===== config.mk =====
export PLATFORM = sky130hd
export DESIGN_NAME = multicycle_decoder_flat
export DESIGN_NICKNAME = d
export VERILOG_FILES = /design/src/rtl/multicycle_decoder_if.sv /design/src/rtl/multicycle_decoder.sv /design/src/flat_wrapper.sv
export SDC_FILE = /design/constraint.sdc
export NUM_CORES = 1
export LEC_CHECK = 0
export CAP_MARGIN = 20
export CELL_PAD_IN_SITES_DETAIL_PLACEMENT = 1
export CELL_PAD_IN_SITES_GLOBAL_PLACEMENT = 2
export CORE_ASPECT_RATIO = 1.25
export CORE_MARGIN = 2
export CORE_UTILIZATION = 25
export CTS_CLUSTER_DIAMETER = 100
export DETAILED_ROUTE_END_ITERATION = 16
export GPL_ROUTABILITY_DRIVEN = 0
export GPL_TIMING_DRIVEN = 0
export HOLD_SLACK_MARGIN = 0.12
export PLACE_DENSITY = 0.87
export SLEW_MARGIN = 10
export SYNTH_ARGS = -nofsm -noshare
export SYNTH_HDL_FRONTEND = slang
export SYNTH_SLANG_ARGS = --single-unit
export TNS_END_PERCENT = 30

===== constraint.sdc =====
create_clock -name clk -period 1.9 [get_ports clk]
set_input_delay 0.19 -clock clk [delete_from_list [all_inputs] [get_ports clk]]
set_output_delay 0.19 -clock clk [all_outputs]
set_load 0.03 [all_outputs]

===== src/rtl/multicycle_decoder_if.sv =====
// Instruction-field inputs and datapath control outputs of the
// multicycle ARM main decoder.
interface multicycle_decoder_if #(
    parameter int CNT_W = 32
);
    logic [1:0]       Op;
    logic [5:0]       Funct;
    logic [3:0]       Rd;
    logic             Stall;
    logic             PCS;
    logic             RegW;
    logic             MemW;
    logic [1:0]       FlagW;
    logic             NextPC;
    logic             IRWrite;
    logic             AdrSrc;
    logic [1:0]       ResultSrc;
    logic             ALUSrcA;
    logic [1:0]       ALUSrcB;
    logic [1:0]       ImmSrc;
    logic [1:0]       RegSrc;
    logic [1:0]       ALUControl;
    logic [3:0]       State;
    logic [CNT_W-1:0] InstrCount;

    modport slave (
        input  Op, Funct, Rd, Stall,
        output PCS, RegW, MemW, FlagW, NextPC, IRWrite,
        output AdrSrc, ResultSrc, ALUSrcA, ALUSrcB,
        output ImmSrc, RegSrc, ALUControl, State, InstrCount
    );

    modport master (
        output Op, Funct, Rd, Stall,
        input  PCS, RegW, MemW, FlagW, NextPC, IRWrite,
        input  AdrSrc, ResultSrc, ALUSrcA, ALUSrcB,
        input  ImmSrc, RegSrc, ALUControl, State, InstrCount
    );
endinterface


===== src/rtl/multicycle_decoder.sv =====
// Main control FSM and instruction decoder for the multicycle ARM
// datapath, with a retired-instruction counter.
module multicycle_decoder #(
    parameter int CNT_W = 32
) (
    input  logic clk,
    input  logic reset,
    multicycle_decoder_if.slave bus
);
    typedef enum logic [3:0] {
        FETCH  = 4'd0,
        DECODE = 4'd1,
        MEMADR = 4'd2,
        MEMRD  = 4'd3,
        MEMWB  = 4'd4,
        MEMWR  = 4'd5,
        EXECR  = 4'd6,
        EXECI  = 4'd7,
        ALUWB  = 4'd8,
        BRANCH = 4'd9
    } state_t;

    state_t           state;
    state_t           next;
    logic [CNT_W-1:0] count;
    logic             retire;
    logic             hold;
    logic             alu_op;
    logic             branch;
    logic             regw_raw;
    logic             memw_raw;
    logic             irw_raw;
    logic             npc_raw;
    logic [1:0]       alu_ctl;

    always_comb begin
        next = FETCH;
        unique case (state)
            FETCH:  next = DECODE;
            DECODE: begin
                unique case (bus.Op)
                    2'b00:   next = bus.Funct[5] ? EXECI : EXECR;
                    2'b01:   next = MEMADR;
                    2'b10:   next = BRANCH;
                    default: next = FETCH;
                endcase
            end
            MEMADR: next = bus.Funct[0] ? MEMRD : MEMWR;
            MEMRD:  next = MEMWB;
            EXECR:  next = ALUWB;
            EXECI:  next = ALUWB;
            default: next = FETCH;
        endcase
    end

    // Only completed instructions count; Op11 bails out of DECODE.
    assign retire = (state == MEMWB) || (state == MEMWR) ||
                    (state == ALUWB) || (state == BRANCH);

    always_ff @(posedge clk) begin
        if (reset) begin
            state <= FETCH;
            count <= '0;
        end else if (!bus.Stall) begin
            state <= next;
            if (retire)
                count <= count + {{(CNT_W-1){1'b0}}, 1'b1};
        end
    end

    always_comb begin
        irw_raw       = 1'b0;
        npc_raw       = 1'b0;
        regw_raw      = 1'b0;
        memw_raw      = 1'b0;
        alu_op        = 1'b0;
        branch        = 1'b0;
        bus.AdrSrc    = 1'b0;
        bus.ResultSrc = 2'b00;
        bus.ALUSrcA   = 1'b0;
        bus.ALUSrcB   = 2'b00;
        unique case (state)
            FETCH: begin
                irw_raw       = 1'b1;
                npc_raw       = 1'b1;
                bus.ALUSrcA   = 1'b1;
                bus.ALUSrcB   = 2'b10;
                bus.ResultSrc = 2'b10;
            end
            DECODE: begin
                bus.ALUSrcA   = 1'b1;
                bus.ALUSrcB   = 2'b10;
                bus.ResultSrc = 2'b10;
            end
            MEMADR: bus.ALUSrcB = 2'b01;
            MEMRD:  bus.AdrSrc  = 1'b1;
            MEMWB: begin
                bus.ResultSrc = 2'b01;
                regw_raw      = 1'b1;
            end
            MEMWR: begin
                bus.AdrSrc = 1'b1;
                memw_raw   = 1'b1;
            end
            EXECR: alu_op = 1'b1;
            EXECI: begin
                bus.ALUSrcB = 2'b01;
                alu_op      = 1'b1;
            end
            ALUWB: regw_raw = 1'b1;
            BRANCH: begin
                bus.ALUSrcB   = 2'b01;
                bus.ResultSrc = 2'b10;
                branch        = 1'b1;
            end
            default: ;
        endcase
    end

    always_comb begin
        alu_ctl = 2'b00;
        if (alu_op) begin
            unique case (bus.Funct[4:1])
                4'b0100: alu_ctl = 2'b00;
                4'b0010: alu_ctl = 2'b01;
                4'b0000: alu_ctl = 2'b10;
                4'b1100: alu_ctl = 2'b11;
                default: alu_ctl = 2'b00;
            endcase
        end
    end

    // Write strobes are killed by reset or stall; mux selects are not.
    assign hold           = reset | bus.Stall;
    assign bus.IRWrite    = irw_raw & ~hold;
    assign bus.NextPC     = npc_raw & ~hold;
    assign bus.RegW       = regw_raw & ~hold;
    assign bus.MemW       = memw_raw & ~hold;
    assign bus.PCS        = (branch | (regw_raw & (bus.Rd == 4'hF))) & ~hold;
    assign bus.FlagW[1]   = alu_op & bus.Funct[0] & ~hold;
    assign bus.FlagW[0]   = alu_op & bus.Funct[0] & ~alu_ctl[1] & ~hold;
    assign bus.ALUControl = alu_ctl;
    assign bus.ImmSrc     = bus.Op;
    assign bus.RegSrc     = {bus.Op == 2'b01, bus.Op == 2'b10};
    assign bus.State      = state;
    assign bus.InstrCount = count;
endmodule


===== src/flat_wrapper.sv =====
// flat-port wrapper written by rule: the top's interface ports become plain ports
module multicycle_decoder_flat 
#(
    parameter int CNT_W = 32
)
  (clk, reset, bus_Op, bus_Funct, bus_Rd, bus_Stall, bus_PCS, bus_RegW, bus_MemW, bus_FlagW, bus_NextPC, bus_IRWrite, bus_AdrSrc, bus_ResultSrc, bus_ALUSrcA, bus_ALUSrcB, bus_ImmSrc, bus_RegSrc, bus_ALUControl, bus_State, bus_InstrCount);
  multicycle_decoder_if #(.CNT_W(CNT_W)) bus_i ();
  input  logic clk;
  input  logic reset;
  input wire logic [$bits(bus_i.Op)-1:0] bus_Op;
  input wire logic [$bits(bus_i.Funct)-1:0] bus_Funct;
  input wire logic [$bits(bus_i.Rd)-1:0] bus_Rd;
  input wire logic [$bits(bus_i.Stall)-1:0] bus_Stall;
  output wire logic [$bits(bus_i.PCS)-1:0] bus_PCS;
  output wire logic [$bits(bus_i.RegW)-1:0] bus_RegW;
  output wire logic [$bits(bus_i.MemW)-1:0] bus_MemW;
  output wire logic [$bits(bus_i.FlagW)-1:0] bus_FlagW;
  output wire logic [$bits(bus_i.NextPC)-1:0] bus_NextPC;
  output wire logic [$bits(bus_i.IRWrite)-1:0] bus_IRWrite;
  output wire logic [$bits(bus_i.AdrSrc)-1:0] bus_AdrSrc;
  output wire logic [$bits(bus_i.ResultSrc)-1:0] bus_ResultSrc;
  output wire logic [$bits(bus_i.ALUSrcA)-1:0] bus_ALUSrcA;
  output wire logic [$bits(bus_i.ALUSrcB)-1:0] bus_ALUSrcB;
  output wire logic [$bits(bus_i.ImmSrc)-1:0] bus_ImmSrc;
  output wire logic [$bits(bus_i.RegSrc)-1:0] bus_RegSrc;
  output wire logic [$bits(bus_i.ALUControl)-1:0] bus_ALUControl;
  output wire logic [$bits(bus_i.State)-1:0] bus_State;
  output wire logic [$bits(bus_i.InstrCount)-1:0] bus_InstrCount;
  assign bus_i.Op = bus_Op;
  assign bus_i.Funct = bus_Funct;
  assign bus_i.Rd = bus_Rd;
  assign bus_i.Stall = bus_Stall;
  assign bus_PCS = bus_i.PCS;
  assign bus_RegW = bus_i.RegW;
  assign bus_MemW = bus_i.MemW;
  assign bus_FlagW = bus_i.FlagW;
  assign bus_NextPC = bus_i.NextPC;
  assign bus_IRWrite = bus_i.IRWrite;
  assign bus_AdrSrc = bus_i.AdrSrc;
  assign bus_ResultSrc = bus_i.ResultSrc;
  assign bus_ALUSrcA = bus_i.ALUSrcA;
  assign bus_ALUSrcB = bus_i.ALUSrcB;
  assign bus_ImmSrc = bus_i.ImmSrc;
  assign bus_RegSrc = bus_i.RegSrc;
  assign bus_ALUControl = bus_i.ALUControl;
  assign bus_State = bus_i.State;
  assign bus_InstrCount = bus_i.InstrCount;
  multicycle_decoder #(.CNT_W(CNT_W)) u_core (.clk(clk), .reset(reset), .bus(bus_i));
endmodule

==> results.md <==
Power and ir drop:
- The part of the total power dissipated in combinational logic is 13.9%.
- The worst-case IR drop observed on VDD is 353.6 uV.
- Net switching is 25.47% of the power.
- The static leakage is 1.106 nW.
- The share of total power dissipated in sequential elements is between 40% and 50%.
- The net load switching power is about 430 uW.
- The internal power of the cells totals roughly 1.2 mW.
- The total power divided by cell area is roughly 530 mW/mm^2.
- Per report_power, the clock group accounts for between 40% and 50% of the total.

Global routing:
- The pin count of the biggest net entering global routing is 13.
- After global routing the overflow that remains totals 0.
- The number of antenna violations at the first check in global routing is 0.
- The first global-routing pass estimated about 11 mm of wire.
- The number of global-route vias before repair came to between 2000 and 2500.
- For this run, the total global-route usage over all layers was measured as about 15%.

Logic synthesis:
- The synthesized design contains 0 enable-type register cells.
- For this run, the number of Yosys warnings is 0.
- The post-synthesis compound-gate area fraction is ~18%.
- The number of nets handed over by synthesis was roughly 270.
- The simple-gate share of the synthesized area is about a third.
- The predominant post-synthesis flop cell is sky130_fd_sc_hd__dfxtp_1.
- The fraction of registers with async set or reset after synthesis is 0%.
- Of the total synthesized cell area, the portion taken by full adders, half adders and majority gates is less than 1%.
- The mux contribution to synthesized area is approximately 1.6%.
- The register bit total from synthesis is 36.
- A synthesized cell averages ~8 um^2.
- The post-synthesis cell count is ~260.
- The combinational family with the most area after synthesis is simple AND/OR/NAND/NOR gates.
- Sequential elements use approximately a third of the synthesized area.
- Of the total synthesized cell area, the portion taken by XOR and XNOR cells is under 10%.
- The post-synthesis instance area is 0.002053 mm^2.
- The post-synthesis cell type count is 43.

STA:
- The post-route clock skew is 10.09 ps.
- Setup slack on the critical path of the routed design comes to around 23 ps.
- The share of the clock period used by the worst path after layout is between 90% and 100%.
- For this run, the top clock speed supported by timing is ~530 MHz.
- Setup repair after global routing could not meet its margin everywhere.
- The final hold slack is around 380 ps.
- The number of slew-limit violations in the final report is 0.
- The actual transition at the worst max-transition pin is 609.7 ps.
- The normalized max-slew margin is between 50% and 60%.
- The final critical delay including setup and external delays is roughly 1900 ps.
- The setup TNS is 0 ps.
- The number of hold violations in the final report is 0.
- The setup-violating endpoint count in the final report is 0.

Route:
- The wire length per cell after detailed routing is around 15 um.
- Summed over all layers, the routed wires come to 6.792 mm.
- The first-pass iteration count of the detailed router is 4.
- In the routed design, unresolved DRC markers number 0.
- The detailed router placed 2311 vias in this run.
- For this block, the initial DRC count from the detailed router was 67.
- In this run the remaining antenna-violating nets after routing total 0.
- The per-cell via count in the routed design is 5.252.

Final layout:
- The count of placed standard cells in the final layout, fillers left out is between 400 and 500.
- The post-synthesis to final-layout area growth is 55.15%.
- The area used by multi-input combinational logic is ~0.0013 mm^2.
- The fraction of final layout cells sized beyond drive strength 1 is a little under a quarter.
- In the final design database the tool counted 360 nets.
- The number of antenna diodes in the final layout is 0.
- The filler cell count is 960.
- Summing all flip-flop and latch instances after layout gives 738.2 um^2.

Run status:
- The flow ran to the end, and the final reports show no timing, DRC or antenna violations.

Setup path:
- Among all stages on the critical path, the largest delay is contributed by sky130_fd_sc_hd__dfxtp_2.
- At the worst endpoint, the arrival time is 1690 ps.
- The worst setup path is launched from a register.
- Of all nets on the critical path, the largest fanout is 5.
- On the worst path, the slowest cell contributes a delay of ~340 ps.
- Traced cell by cell, the critical path runs through buf_8 -> nand2b_4 -> or2_4 -> nor4b_4 -> o31a_1 -> buf_6.
- The number of buffer and inverter stages on the critical path is 2.
- The path type of the worst setup path is reg -> out.
- The worst setup path is captured at an output pin.
- The cell family contributing the most delay on the critical path is simple AND/OR/NAND/NOR gates.
- At the worst endpoint, the required time is between 1500 and 2000 ps.

Floorplanning:
- In this run the horizontal extent of the chip is roughly 85 um.
- The area of the core is 0.007883 mm^2.
- From bottom edge to top edge, the die measures 105.3 um.
- The standard-cell row count is 36.
- The initial core utilization is 26.05%.
- The boundary pin count is 70.
- The floorplan step defined a die boundary enclosing 0.008958 mm^2.

Placement:
- The cell count after placement is 420.
- Input and output buffers added on the ports amount to 69.
- The detailed placement HPWL is between 4 and 5 mm.
- The placement-stage worst setup slack is -647.1 ps.

Clocking:
- The CTS clock-pin slew for the worst setup and hold paths is roughly 70 ps.
- The clock tree root buffer cell is sky130_fd_sc_hd__clkbuf_8.
- Counting every sink on the clock net gives 36.
- The clock passes through at most 2 buffers.
- The H-tree depth is 2.
- The number of buffers inserted for hold repair after clock tree synthesis is 0.
- The total clock buffers created by CTS is 5.
- The TritonCTS clock tree is built.
- The insertion delay of the later-clocked pin in the worst-skew pair is just under 300 ps.

Run:
- Across the run, the number of max-cap violations was 0.

Min path:
- The worst hold path belongs to the class in -> reg.
## state kept, by name, summed over array words and instances (netlist names)
signal	count
u_core.bus.State	4
u_core.bus.InstrCount	32
## per-stage QoR
step           util (%)  instance area (um^2)  power, mW
2_1_floorplan         -                  2107     0.9061
3_3_place_gp      37.00                  2917      1.002
3_5_place_dp      37.00                  2917      1.004
4_1_cts           38.79                  3058      1.686
5_1_grt           40.41                  3186      1.745
6_report          40.41                  3186      1.676
## placed cells by master, fill, tap and decap left out, drive strengths merged, types with 3 or more instances in the layout
cell / n
a21oi: 26
and2: 3
and3: 3
and4: 5
buf: 36
clkbuf: 12
clkdlybuf4s50: 52
dfxtp: 36
dlygate4sd2: 3
inv: 5
mux2: 3
nand2: 19
nand2b: 3
nand3: 14
nand4: 9
nor2: 20
nor2b: 7
nor3: 8
nor3b: 3
nor4: 4
o21ai: 9
o31ai: 15
or3: 9
or4: 14
xor2: 6
## what timing repair did
action / 4_1_cts / 5_1_grt
resized for setup: 65 / 33
setup endpoints to repair: 30 / 26
setup buffers: 5 / 10
endpoints found under the hold margin: 0 / 0
pin swaps: 3 / 5
## per-layer routing
metal	global-route usage, %	routed length (um)
met5	0	0
met4	4.422	76
met3	2.584	203
met2	26.62	3614
met1	17.67	2898
## logic make-up after synthesis
group,Yosys count
flip-flops,36
multiplexers,3
XOR/XNOR,8
AND/OR/NAND/NOR,124
buffers and inverters,25
AO/OA/AOI/OAI,59
adder cells (fa/ha/maj),1
## worst min-delay path, delay by kind of cell
| kind | cells | cell delay, ps |
|---|---|---|
| AOI/OAI and AO/OA | 1 | 60 |
| buffers and inverters | 2 | 320 |
| and+or+nand+nor | 1 | 60 |
## cells in the mapped netlist (all sizes together) (5+ instances only)
library cell | number | area [um^2]
and4 | 5 | 43.79
o21ai | 9 | 45.04
nand2 | 19 | 71.32
nor2b | 7 | 43.79
dfxtp | 36 | 720.7
nand3 | 14 | 75.07
nor3 | 8 | 40.04
or3 | 9 | 56.30
o31ai | 15 | 112.6
a21oi | 26 | 130.1
or4 | 14 | 105.1
xor2 | 6 | 71.32
clkbuf | 9 | 33.78
nand4 | 9 | 68.81
nor2 | 20 | 75.07
buf | 12 | 75.07
## cell type report
cell class	instances	area share, %
Multi-Input combinational cell	195	41.20
Timing Repair Buffer	83	23.92
Sequential cell	36	23.17
Buffer	19	4.046
Tap cell	95	3.731
Clock buffer	5	2.160
Clock inverter	3	1.296
Inverter	4	0.4713
## power groups by stage
stage / sequential (mW) / combinational [mW] / clock, mW
after global routing: 0.766 / 0.249 / 0.730
final: 0.765 / 0.232 / 0.678
after CTS: 0.768 / 0.217 / 0.702
after global placement: 0.782 / 0.220 / 0
after floorplan: 0.792 / 0.114 / 0
after detailed placement: 0.782 / 0.222 / 0
## path summary, 6_finish.rpt
check | startpoint | to | slack (ps) | cells after the start
hold reg to reg | u_core.bus.InstrCount[1] | u_core.bus.InstrCount[1] | 500 | 2
setup reg to reg | u_core.bus.InstrCount[1] | u_core.bus.InstrCount[30] | 100 | 7
hold / removal | bus_Stall | u_core.bus.State[2] | 380 | 4
setup / recovery | u_core.bus.State[2] | bus_FlagW[0] | 20 | 6
(Power assumes the default switching activity.)
